[src/rtl/sp_ram_fifo_pkg.sv]
// Shared defaults and FSM state type for the single-port-RAM backed FIFO.
package sp_ram_fifo_pkg;

    localparam int DATA_W_DEF = 8;
    localparam int ADDR_W_DEF = 4;
    localparam int DEPTH_DEF  = 1 << ADDR_W_DEF;

    typedef enum logic {
        IDLE = 1'b0,
        RD   = 1'b1
    } state_e;

endpackage

[src/rtl/sp_ram_fifo_ram.sv]
// Single-port RAM: write on we at the clock edge, read data follows the registered address.
module sp_ram
    import sp_ram_fifo_pkg::*;
#(
    parameter int DATA_W = DATA_W_DEF,
    parameter int ADDR_W = ADDR_W_DEF
) (
    input  logic              clk,
    input  logic              we,
    input  logic [ADDR_W-1:0] addr,
    input  logic [DATA_W-1:0] d,
    output logic [DATA_W-1:0] q
);

    logic [DATA_W-1:0] mem [2**ADDR_W];
    logic [ADDR_W-1:0] addr_q;

    always_ff @(posedge clk) begin
        if (we) begin
            mem[addr] <= d;
        end
        addr_q <= addr;
    end

    assign q = mem[addr_q];

endmodule

[src/rtl/sp_ram_fifo.sv]
// FIFO built on one single-port RAM plus a registered head word, with empty-path bypass.
// Optional sticky overflow/underflow flags are built when SP_RAM_FIFO_ERR_EN is defined.
module sp_ram_fifo
    import sp_ram_fifo_pkg::*;
#(
    parameter int DATA_W = DATA_W_DEF,
    parameter int ADDR_W = ADDR_W_DEF
) (
    input  logic              clk,
    input  logic              rst_n,
    input  logic              in_valid,
    output logic              in_ready,
    input  logic [DATA_W-1:0] in_data,
    output logic              out_valid,
    input  logic              out_ready,
    output logic [DATA_W-1:0] out_data,
    output logic [ADDR_W+1:0] count,
    output logic              full,
    output logic              empty,
    output logic              err_ovf,
    output logic              err_udf
);

    localparam logic [ADDR_W:0] RAM_FULL = {1'b1, {ADDR_W{1'b0}}};

    state_e            state_q, state_d;
    logic [ADDR_W-1:0] wr_ptr_q, wr_ptr_d;
    logic [ADDR_W-1:0] rd_ptr_q, rd_ptr_d;
    logic [ADDR_W:0]   ram_cnt_q, ram_cnt_d;
    logic              out_valid_q, out_valid_d;
    logic [DATA_W-1:0] out_data_q, out_data_d;

    logic              rd_grant;
    logic              push;
    logic              pop;
    logic              bypass;
    logic              ram_wr;
    logic              ram_we;
    logic [ADDR_W-1:0] ram_addr;
    logic [DATA_W-1:0] ram_q;

    // in_ready depends on registered state only, so no combinational path from out_ready.
    assign rd_grant = (ram_cnt_q != '0) && !out_valid_q && (state_q == IDLE);
    assign in_ready = (ram_cnt_q != RAM_FULL) && !rd_grant;
    assign push     = in_valid && in_ready;
    assign pop      = out_valid_q && out_ready;
    assign bypass   = push && (ram_cnt_q == '0) && (state_q == IDLE) && !out_valid_q;
    assign ram_wr   = push && !bypass;

    always_comb begin
        ram_we   = 1'b0;
        ram_addr = rd_ptr_q;
        if (ram_wr) begin
            ram_we   = 1'b1;
            ram_addr = wr_ptr_q;
        end
    end

    sp_ram #(
        .DATA_W (DATA_W),
        .ADDR_W (ADDR_W)
    ) u_ram (
        .clk  (clk),
        .we   (ram_we),
        .addr (ram_addr),
        .d    (in_data),
        .q    (ram_q)
    );

    always_comb begin
        state_d     = state_q;
        wr_ptr_d    = wr_ptr_q;
        rd_ptr_d    = rd_ptr_q;
        ram_cnt_d   = ram_cnt_q;
        out_valid_d = out_valid_q;
        out_data_d  = out_data_q;

        case (state_q)
            IDLE:    if (rd_grant) state_d = RD;
            RD:      state_d = IDLE;
            default: state_d = IDLE;
        endcase

        // A write and a read grant are mutually exclusive because in_ready masks rd_grant.
        if (ram_wr) begin
            wr_ptr_d  = wr_ptr_q + ADDR_W'(1);
            ram_cnt_d = ram_cnt_q + (ADDR_W+1)'(1);
        end
        if (rd_grant) begin
            rd_ptr_d  = rd_ptr_q + ADDR_W'(1);
            ram_cnt_d = ram_cnt_q - (ADDR_W+1)'(1);
        end

        if (state_q == RD) begin
            out_valid_d = 1'b1;
            out_data_d  = ram_q;
        end else if (bypass) begin
            out_valid_d = 1'b1;
            out_data_d  = in_data;
        end else if (pop) begin
            out_valid_d = 1'b0;
        end
    end

    always_ff @(posedge clk) begin
        if (!rst_n) begin
            state_q     <= IDLE;
            wr_ptr_q    <= '0;
            rd_ptr_q    <= '0;
            ram_cnt_q   <= '0;
            out_valid_q <= 1'b0;
            out_data_q  <= '0;
        end else begin
            state_q     <= state_d;
            wr_ptr_q    <= wr_ptr_d;
            rd_ptr_q    <= rd_ptr_d;
            ram_cnt_q   <= ram_cnt_d;
            out_valid_q <= out_valid_d;
            out_data_q  <= out_data_d;
        end
    end

    // The word in flight during RD is still held by the block, so it is counted.
    assign count = {1'b0, ram_cnt_q}
                 + {{(ADDR_W+1){1'b0}}, out_valid_q}
                 + {{(ADDR_W+1){1'b0}}, (state_q == RD)};
    assign full      = (ram_cnt_q == RAM_FULL);
    assign empty     = (count == '0);
    assign out_valid = out_valid_q;
    assign out_data  = out_data_q;

`ifdef SP_RAM_FIFO_ERR_EN
    logic err_ovf_q, err_ovf_d;
    logic err_udf_q, err_udf_d;

    always_comb begin
        err_ovf_d = err_ovf_q || (in_valid && full);
        err_udf_d = err_udf_q || (out_ready && !out_valid_q && (count == '0));
    end

    always_ff @(posedge clk) begin
        if (!rst_n) begin
            err_ovf_q <= 1'b0;
            err_udf_q <= 1'b0;
        end else begin
            err_ovf_q <= err_ovf_d;
            err_udf_q <= err_udf_d;
        end
    end

    assign err_ovf = err_ovf_q;
    assign err_udf = err_udf_q;
`else
    assign err_ovf = 1'b0;
    assign err_udf = 1'b0;
`endif

endmodule

[config.mk]
export PLATFORM = sky130hd
export DESIGN_NAME = sp_ram_fifo
export DESIGN_NICKNAME = d
export VERILOG_FILES = /design/src/rtl/sp_ram_fifo_pkg.sv /design/src/rtl/sp_ram_fifo_ram.sv /design/src/rtl/sp_ram_fifo.sv
export SDC_FILE = /design/constraint.sdc
export NUM_CORES = 1
export LEC_CHECK = 0
export ABC_AREA = 1
export CORE_MARGIN = 2
export CORE_UTILIZATION = 53
export CTS_CLUSTER_DIAMETER = 120
export DETAILED_ROUTE_END_ITERATION = 8
export PLACE_DENSITY = 0.71
export SYNTH_ARGS = -nofsm -noshare
export SYNTH_HDL_FRONTEND = slang
export SYNTH_HIERARCHICAL = 1
export SYNTH_SLANG_ARGS = --single-unit
[constraint.sdc]
create_clock -name clk -period 2.5 [get_ports clk]
set_clock_uncertainty 0.05 [all_clocks]
set_input_delay 0.375 -clock clk [delete_from_list [all_inputs] [get_ports clk]]
set_output_delay 0.375 -clock clk [all_outputs]
set_load 0.005 [all_outputs]
==> impl_metrics.csv <==
group,metric,value,unit
worst_setup_path,cp_data_arrival_time,2.07,ns
power,leakagePower,0.00366,uW
synth,synth.most_common_cell,"nand2_1",
grt,antenna_found_initial,0,
grt,overflow,0,
cells_and_area,n_fill_cell,1055,
synth,yosys_warnings,6,
floorplanning,core,13100,um2
cells_and_area,syn_to_final_growth,18.2,%
floorplanning,die-height,120,um
sta,final_max_slew_viol_count,0,
placed_design,pre_cts_ws,-0.0673,ns
grt,grtUsageTotal,22.7,%
sta,slew_headroom,54.4,%
synth,synth.area.top_cells,"edfxtp_1, nand2_1, dfxtp_1",
synth,ys_seq_area_share,62.0,%
synth,ys_types,32,
synth,yosys.area_share.simple,23.4,%
drt,drc,0,
worst_setup_path,worstSetupPathType,"reg2out",
cells_and_area,final_core_util,63.6,%
placed_design,place_congestion,0.947,
drt,routedWlPerCell,15.5,um
floorplanning,dieArea,14300,um2
job,cap_violations,0,
synth,ys.flop_type,"edfxtp_1",
floorplanning,die_x,120,um
synth,synth_edf_count,128,
placed_design,dp_hpwl,10500,um
synth,yosys.area.top_type_share,54.3,%
cells_and_area,final_nets,830,
synth,muxShareOfSynthArea,0,%
power,p_per_area,1070,nW/um2
worst_setup_path,cp-end-kind,"output pin",
synth,synth_cells,744,
synth,synth-async-reset-ratio,0,%
run_status,status,"finished, final reports clean",
clock_tree,cts_max_level,4,
synth,synth-compound-area-share,2.58,%
sta,fin_ws,0.00111,ns
floorplanning,start_util,53.9,%
worst_setup_path,cp-start-kind,"flop",
worst_setup_path,worstPathMaxFanout,2,
worst_hold_path,hold_path_class,"reg2reg",
sta,fmax,400,MHz
floorplanning,ios,32,
power,pwr-share-seq,35.8,%
sta,min_period,2.50,ns
clock_tree,cts_tree,"built",
placed_design,numPortBuffers,29,
sta,setup_viol,0,
power,intPower,5870,uW
grt,grt_pass1_vias,4888,
synth,synth_xor_area_share,0.743,%
power,power_frac_comb,36.2,%
clock_tree,clockBufferDepth,2,
floorplanning,rows,42,
synth,synth_adder_area_share,1.63,%
sta,hold_violations,0,
synth,synth.avg_cell_area,9.51,um2
synth,yosys.area.top_type,"edfxtp_1",
clock_tree,numCtsBuffers,17,
synth,synth_common_cells,"nand2_1, edfxtp_1, inv_1",
clock_tree,clock_sinks,155,
synth,synth-seq-cells,155,
drt,drt_wl_total,15400,um
grt,grt_pass1_wl,24400,um
power,swShare,34.7,%
sta,fin_crit_sh,100,%
worst_setup_path,worstPathRequired,2.08,ns
power,switchingPower,3110,uW
clock_tree,cts-root-buf,"clkbuf_16",
drt,via_count,5078,
synth,syn_area,7080,um2
power,vdd_ir_drop_max,0.655,mV
power,clock_power_share,28.0,%
sta,rsz0062_at_grt,"yes",
cells_and_area,antenna_cells,0,
cells_and_area,drive_gt1_share,12.8,%
drt,firstDrtPassIters,5,
power,total_power,8980,uW
drt,ant_nets,0,
drt,drt_iter0_markers,458,
clock_tree,clock_latency,0.43,ns
grt,grt_max_degree,65,
drt,vias_per_cell,5.08,
clock_tree,clk_pin_slew,0.06,ns
synth,synth_top_family_by_area,"simple AND/OR/NAND/NOR gates",
sta,tightest_slew,0.682,ns
layout by cell type, fill, tap and decap left out, types with 4 or more instances in the layout:
cell             Yosys  layout
ha_1                 6       5
clkdlybuf4s50_1      0      25
nand2_4              4       4
inv_2                7       7
o21ai_0             21      21
xor2_1               5       5
buf_4                6      46
nand3_1            104     104
clkinv_2             0       4
dfxtp_1             27      24
nor2_1              44      43
a21oi_1             11      11
nand2_1            216     216
clkbuf_16            0      17
edfxtp_1           128     128
inv_1              119     119
sequential cells by signal, indices dropped and copies added (netlist names), named ones only:
signal / count
u_ram/mem: 128
rd_ptr_q: 4
state_q: 1
ram_cnt_q: 5
out_valid: 1
wr_ptr_q: 4
out_data: 8
layer usage:
layer	wire length [um]	GRT usage, %
met2	7720	37.8
met3	1040	5.23
met1	6460	29.7
met4	224	7.65
met5	0	0
worst max-delay path: stages, from the launching register on:
cell and delay (ns):
dfxtp_2 0.33, fa_2 0.42, ha_4 0.18, nand3_1 0.10, xor2_1 0.09, buf_4 0.14, nor4_4 0.24, buf_2 0.16
logic make-up (layout without fill, tap and decap cells):
kind of cell / Yosys count / after routing
flip-flops: 155 / 155
other: 1 / 2
XOR/XNOR: 6 / 6
AND/OR/NAND/NOR: 382 / 382
adder cells (fa/ha/maj): 8 / 8
buffers and inverters: 157 / 235
AO/OA/AOI/OAI: 35 / 35
final cells by class:
type	count	area [um2]	area share [%]
Sequential cell	155	4390	52.5
Multi-Input combinational cell	433	2040	24.4
Timing Repair Buffer	76	647	7.74
Inverter	127	479	5.73
Clock buffer	19	433	5.18
Tap cell	176	220	2.63
Clock inverter	13	151	1.81
final timing paths:
kind                 from               end  slack, ns  cells after the start
max reg2reg  ram_cnt_q[0]  u_ram/mem[13][3]       0.18                     11
min reg2reg   wr_ptr_q[3]       wr_ptr_q[3]       0.43                      2
min           wr_ptr_q[3]       wr_ptr_q[3]       0.43                      2
max             out_valid             empty      0.001                      7
repair_timing:
item,4_1_cts,5_1_grt
hold buffers,0,0
endpoints found under the setup margin,5,11
buffers inserted,1,3
pin swaps,4,2
resized for setup,10,4
power by group through the flow:
stage / registers, uW / clock network, uW / logic (uW)
2_1_floorplan: 3220 / 0 / 2130
3_3_place_gp: 3250 / 0 / 3060
3_5_place_dp: 3260 / 0 / 3120
4_1_cts: 3210 / 2550 / 3130
5_1_grt: 3250 / 2660 / 3610
6_report: 3210 / 2510 / 3250
through the flow:
step	std cells	instance area, um2	setup TNS (ns)	hold slack [ns]
2_1_floorplan	745	7080	0	0.395
3_3_place_gp	963	7720	-0.700	0.421
3_5_place_dp	963	7720	-1.94	0.413
4_1_cts	996	8320	0	0.425
5_1_grt	999	8360	-0.136	0.459
6_report	999	8360	0	0.428
No activity file was read; power rests on OpenSTA's default activity.
